[src/rtl/rf_writeback.sv]
// Register-file write side: merges ALU results and load responses into one write port (1-cycle latency).
// One load tracked at a time; ALU/load collisions park in a one-entry hold, ALU backpressured while it is full.
module rf_writeback #(
  parameter int XLEN    = 32,
  parameter int RADDR_W = 5
) (
  input  logic               clk,
  input  logic               rst,
  input  logic               alu_valid_i,
  output logic               alu_ready_o,
  input  logic [RADDR_W-1:0] alu_rd_i,
  input  logic [XLEN-1:0]    alu_data_i,
  input  logic               ld_req_valid_i,
  output logic               ld_req_ready_o,
  input  logic [RADDR_W-1:0] ld_rd_i,
  input  logic [1:0]         ld_size_i,
  input  logic               ld_signed_i,
  input  logic [1:0]         ld_offset_i,
  input  logic               ld_rsp_valid_i,
  input  logic [XLEN-1:0]    ld_rsp_data_i,
  input  logic               ld_rsp_err_i,
  input  logic [RADDR_W-1:0] rs1_addr_i,
  input  logic [RADDR_W-1:0] rs2_addr_i,
  output logic               rf_we_o,
  output logic [RADDR_W-1:0] rf_rd_addr_o,
  output logic [XLEN-1:0]    rf_rd_data_o,
  output logic               ld_pending_o,
  output logic               hazard_o,
  output logic               ld_err_o
);

  typedef enum logic {IDLE, WAIT_RSP} state_t;

  typedef struct packed {
    logic [RADDR_W-1:0] rd;
    logic [1:0]         size;
    logic               sgn;
    logic [1:0]         off;
  } ld_ctx_t;

  typedef struct packed {
    logic [RADDR_W-1:0] rd;
    logic [XLEN-1:0]    dat;
  } wb_t;

  state_t  state, state_nxt;
  ld_ctx_t pend;
  wb_t     hold;
  logic    hold_full;

  logic rsp_fire, rsp_ok, req_fire, alu_fire;
  wb_t  wr;
  logic wr_vld, park, drain;

  function automatic logic [XLEN-1:0] fmt_load(input logic [XLEN-1:0] raw, input ld_ctx_t c);
    logic [7:0]      b;
    logic [15:0]     h;
    logic [XLEN-1:0] r;
    b = raw[8*c.off +: 8];
    h = c.off[1] ? raw[31:16] : raw[15:0];
    case (c.size)
      2'd0:    r = {{(XLEN-8){c.sgn & b[7]}}, b};
      2'd1:    r = {{(XLEN-16){c.sgn & h[15]}}, h};
      default: r = raw;
    endcase
    return r;
  endfunction

  function automatic logic rs_hit(input logic [RADDR_W-1:0] rd);
    return (rd != '0) && ((rs1_addr_i == rd) || (rs2_addr_i == rd));
  endfunction

  assign rsp_fire       = (state == WAIT_RSP) && ld_rsp_valid_i;
  assign rsp_ok         = rsp_fire && !ld_rsp_err_i;
  assign ld_req_ready_o = (state == IDLE) || ld_rsp_valid_i;
  assign req_fire       = ld_req_valid_i && ld_req_ready_o;
  assign alu_ready_o    = !hold_full;
  assign alu_fire       = alu_valid_i && alu_ready_o;
  assign ld_pending_o   = (state == WAIT_RSP);
  assign hazard_o       = (ld_pending_o && rs_hit(pend.rd)) || (hold_full && rs_hit(hold.rd));

  always_ff @(posedge clk or negedge rst) begin
    if (!rst) state <= IDLE;
    else      state <= state_nxt;
  end

  always_comb begin
    state_nxt = state;
    if (req_fire)      state_nxt = WAIT_RSP;
    else if (rsp_fire) state_nxt = IDLE;
  end

  // Priority: load response, then hold entry, then a fresh ALU result.
  // Results targeting x0 are consumed without a write and never parked.
  always_comb begin
    wr     = '0;
    wr_vld = 1'b0;
    park   = 1'b0;
    drain  = 1'b0;
    if (rsp_ok) begin
      wr.rd  = pend.rd;
      wr.dat = fmt_load(ld_rsp_data_i, pend);
      wr_vld = (pend.rd != '0);
      park   = alu_fire && (alu_rd_i != '0);
    end else if (hold_full) begin
      wr     = hold;
      wr_vld = 1'b1;
      drain  = 1'b1;
    end else if (alu_fire) begin
      wr.rd  = alu_rd_i;
      wr.dat = alu_data_i;
      wr_vld = (alu_rd_i != '0);
    end
  end

  always_ff @(posedge clk or negedge rst) begin
    if (!rst) begin
      pend         <= '0;
      hold         <= '0;
      hold_full    <= 1'b0;
      rf_we_o      <= 1'b0;
      rf_rd_addr_o <= '0;
      rf_rd_data_o <= '0;
      ld_err_o     <= 1'b0;
    end else begin
      if (req_fire) pend <= '{rd: ld_rd_i, size: ld_size_i, sgn: ld_signed_i, off: ld_offset_i};
      if (park) begin
        hold      <= '{rd: alu_rd_i, dat: alu_data_i};
        hold_full <= 1'b1;
      end else if (drain) begin
        hold_full <= 1'b0;
      end
      rf_we_o <= wr_vld;
      if (wr_vld) begin
        rf_rd_addr_o <= wr.rd;
        rf_rd_data_o <= wr.dat;
      end
      ld_err_o <= rsp_fire && ld_rsp_err_i;
    end
  end

endmodule

[config.mk]
export PLATFORM = sky130hd
export DESIGN_NAME = rf_writeback
export DESIGN_NICKNAME = d
export VERILOG_FILES = /design/src/rtl/rf_writeback.sv
export SDC_FILE = /design/constraint.sdc
export NUM_CORES = 1
export LEC_CHECK = 0
export CAP_MARGIN = 20
export CORE_ASPECT_RATIO = 1.75
export CORE_MARGIN = 3
export CORE_UTILIZATION = 50
export DETAILED_ROUTE_END_ITERATION = 12
export PLACE_DENSITY_LB_ADDON = 0.12
export SETUP_SLACK_MARGIN = 0.4
export SYNTH_ARGS = -nofsm -noshare
export SYNTH_HDL_FRONTEND = slang
export SYNTH_SLANG_ARGS = --single-unit
[constraint.sdc]
create_clock -name clk -period 3.5 [get_ports clk]
set_input_delay 0.7 -clock clk [delete_from_list [all_inputs] [get_ports clk]]
set_output_delay 0.7 -clock clk [all_outputs]
set_load 0.05 [all_outputs]
Word level (Yosys, flattened, before mapping)
Cells that the tools add are included.
Widths: inputs -> output; s select.

cells by class
  bitwise gates (word level) = 3
  reductions and logical operators = 22
  equal/unequal tests = 5
  shifts and indexed selects = 1
  muxes and demuxes = 15

operators with widths
  operator            count
  $mux 37             3
  $pmux 32 s2         1
  $shiftx 32x6->8     1
  $eq 5x5->1          4
  $mux 16             1
  $reduce_bool 5->1   3
  $logic_and 1x1->1   10
  $mux 1              10
  $logic_or 1x1->1    4
  $reduce_bool 2->1   2
  $and 1x1->1         2
  $eq 2x1->1 const B  1
  $logic_not 1->1     2
  $logic_not 2->1     1
  $not 1->1           1

storage, ports and cells
  output and inout bits = 43
  register bits after elaboration = 88

Longest topological paths before layout
  depth after elaboration = 5
  depth in mapped cells = 7
  gate-level depth less buffers = 5

Worst setup path before layout
OpenSTA, ideal clock, no wires.

  path kind = register -> output
  from = register hold_full
  to = output hazard_o
  stages on the path, launching flop included = 6
  arrival time = 1916 ps
  data required time = 2800 ps
  slack = 884 ps
  cell sequence = dfrtp_1 -> buf_2 -> clkbuf_1 -> buf_1 -> o21ai_0 -> o22ai_1

on the way
  longest elaborated chain between the ends = 2

ends and longest elaborated chain
  element                   RTL line  source
  start: declaration        49        logic hold_full;
  start signal: assignment  120       hold_full <= 1'b0;
  start signal: assignment  129       hold_full <= 1'b1;
  start signal: assignment  131       hold_full <= 1'b0;
  $logic_and 1x1->1         80        assign hazard_o = (ld_pending_o && rs_hit(pend.rd)) || (hold_full && rs_hit(hold.rd));
  $logic_or 1x1->1          80
  end: declaration          28        output logic hazard_o,

Every way passes these cells.

Worst setup path after layout
  from = input ld_rsp_valid_i
  to = output ld_req_ready_o

on the way
  longest elaborated chain between the ends = 1

ends and longest elaborated chain
  element             RTL line  source
  start: declaration  19        input logic ld_rsp_valid_i,
  $logic_or 1x1->1    75        assign ld_req_ready_o = (state == IDLE) || ld_rsp_valid_i;
  end: declaration    14        output logic ld_req_ready_o,

Every way passes these cells.

==> flow_metrics.env <==
export IMPL_max_slew_margin_pct=22.2
export IMPL_synth_edff_count=0
export IMPL_cts_resized=0
export IMPL_antenna_found_initial=0
export IMPL_timing_setup_tns_ns=0
export IMPL_dieHeight_um=138
export IMPL_final_util_pct=70.1
export IMPL_dpl_cell_area_sq_um=6390
export IMPL_post_cts_buffers=0
export IMPL_tritoncts="built"
export IMPL_first_global_vias=4463
export IMPL_finalSetupViolations=0
export IMPL_ys_types=53
export IMPL_syn_avg_cell_area_sq_um=10.6
export IMPL_p_per_area_nw_per_um2=525
export IMPL_seq_area_sq_um=2200
export IMPL_detail_route_wl_per_cell_um=20.8
export IMPL_slowest_delay_ns=0.82
export IMPL_grt_overflow_total=0
export IMPL_cts_clk_slew_worst_paths_ns=0.06
export IMPL_end_kind="output pin"
export IMPL_drv_cap=0
export IMPL_synth_flop_cell="dfrtp_1"
export IMPL_whs_ns=0.494
export IMPL_cts_htree_levels=3
export IMPL_stdcell_count=717
export IMPL_multi_input_area_sq_um=2530
export IMPL_grt_start_max_net_pins=77
export IMPL_io_pins=138
export IMPL_cts_max_path_buffers=2
export IMPL_hold_viol_final=0
export IMPL_total_power_mw=3.53
export IMPL_dp_slack_ns=0.607
export IMPL_path_max_fanout=5
export IMPL_synthesis_nets=566
export IMPL_grt_pass1_wl_mm=22.9
export IMPL_finalMaxSlewViolations=0
export IMPL_remaining_drc_errors=0
export IMPL_final_period_utilization_pct=83.3
export IMPL_fin_ws_ns=0.585
export IMPL_clock_latency_ns=0.35
export IMPL_worst_setup_path_type="primary input to output pin"
export IMPL_worstPathRequired_ns=2.80
export IMPL_dr_pass1_iters=5
export IMPL_area_growth_pct=35.0
export IMPL_hp_class="primary input to asynchronous set/reset pin"
export IMPL_rows=47
export IMPL_core_area_sq_um=9590
export IMPL_cts_buffers=9
export IMPL_status="finished, final reports clean"
export IMPL_portBuffers=137
export IMPL_power_leakage_nw=2.70
export IMPL_final_antenna_net_count=0
export IMPL_clock_sinks=88
export IMPL_final_cell_mix="135 x clkdlybuf4s50_1, 88 x dfrtp_1, 42 x mux2_2, 28 x nand2_1"
export IMPL_slowest_stage="clkdlybuf4s50_1"
export IMPL_async_flop_share_pct=100
export IMPL_ys_warn_count=0
export IMPL_final_common_cell="clkdlybuf4s50_1"
export IMPL_worstPathCellList="clkdlybuf4s50_1, nand2b_1, clkdlybuf4s50_1"
export IMPL_syn_inst=471
export IMPL_finClkSkew_ns=0.00643
export IMPL_nets=685
export IMPL_vias=4435
export IMPL_n_antenna_cell=0
export IMPL_rsz0062_at_grt="false"
export IMPL_finalWeightedCongestion=0.865
export IMPL_critPathMostFrequentCell="clkdlybuf4s50_1"
export IMPL_root_buffer="clkbuf_16"
export IMPL_postLayoutCellArea_sq_um=6720
export IMPL_drive_gt1_share_pct=13.6
export IMPL_synth_seq_cells=88
export IMPL_worstMarginPinSlew_ns=1.16
export IMPL_grtUsageTotal_pct=27.5
export IMPL_routed_wl_mm=14.9
export IMPL_cp_arrival_ns=2.21
export IMPL_die_w_um=81.4
export IMPL_die_area_sq_um=11200
export IMPL_finalCriticalPeriod_ns=2.91
export IMPL_crit_buf_inv=2
export IMPL_crit_family="buffers and inverters"
export IMPL_dp_cells=701
export IMPL_avgViaCountPerCell=6.19
export IMPL_nFillCells=735
export IMPL_fmax_mhz=343
export IMPL_hold_buffers=0
export IMPL_syn_area_sq_um=4980
export IMPL_ir_worst_vdd_mv=0.354
export IMPL_start_util_pct=51.9
export IMPL_yosysSeqAreaShare_pct=44.3
export IMPL_drtIter0Drc=342
export IMPL_start_kind="primary input"
export IMPL_dp_hpwl_mm=10.7
layout make-up:
type	count	area share, %
clock buffers	11	3.61
well taps	122	2.27
multi-input cells	329	37.6
repair buffers	151	21.9
flip-flops and latches	88	32.8
clock inverters	5	1.19
inverters	11	0.615
synthesized netlist by cell type (all sizes together), types with 3 or more instances:
cell     instances  area share, %
xor2            20            3.5
dfrtp           88             44
nor3            15            1.6
nand2b           4           0.50
a221oi           8            1.4
a21oi           21            2.3
inv             11           0.83
a211oi          24            3.7
o31ai           17            2.6
buf             23            2.8
nand3            5           0.50
mux2            47             11
nor2             9           0.68
clkbuf          20            1.5
o2bb2ai         17            3.0
a22oi            3           0.45
o21ai           24            2.4
a22o            16            2.8
a221o           10            2.0
o32ai            7            1.2
nor2b           10            1.3
mux2i           11            2.2
nand2           28            2.1
o221ai           4           0.83
nand3b           3           0.45
final timing paths:
| path | cells after the start | end | start | slack, ns |
|---|---|---|---|---|
| max | 3 | ld_req_ready_o | ld_rsp_valid_i | 0.59 |
| min | 1 | hold[4] | rst | 0.49 |
| max reg2reg | 5 | rf_rd_data_o[26] | hold_full | 1.11 |
| min reg2reg | 1 | hold[17] | hold[17] | 0.49 |
| min in group clk | 1 | hold[17] | hold[17] | 0.49 |
| max in group asynchronous | 2 | pend[8] | rst | 2.26 |
registers in the layout (all words and copies together) (netlist names):
register      count
rf_rd_data_o     32
hold_full         1
rf_rd_addr_o      5
ld_pending_o      1
ld_err_o          1
rf_we_o           1
hold             37
pend             10
where the power goes:
group | switching [mW] | leakage [nW] | internal, mW
logic | 0.618 | 1.48 | 0.483
clock network | 0.398 | 0.152 | 0.644
registers | 0.170 | 1.07 | 1.21
total | 1.19 | 2.70 | 2.34
per-layer routing:
metal  track usage (%)  share of wire (%)  vias to the layer above
met5                 0                  0                        -
met4              11.3                2.6                        0
met3              5.40                7.1                       31
met2              47.5                 53                      193
met1              32.7                 37                     2188
li1                  -                  -                     2023
logic make-up (layout without fill, tap and decap cells):
family / after synthesis / after routing / synth area share (%)
multiplexers: 58 / 58 / 12.8
flip-flops: 88 / 88 / 44.3
XOR/XNOR: 20 / 20 / 3.52
AND/OR/NAND/NOR: 88 / 88 / 9.25
buffers and inverters: 54 / 178 / 5.15
AO/OA/AOI/OAI: 163 / 163 / 25.0
(Power assumes the default switching activity.)
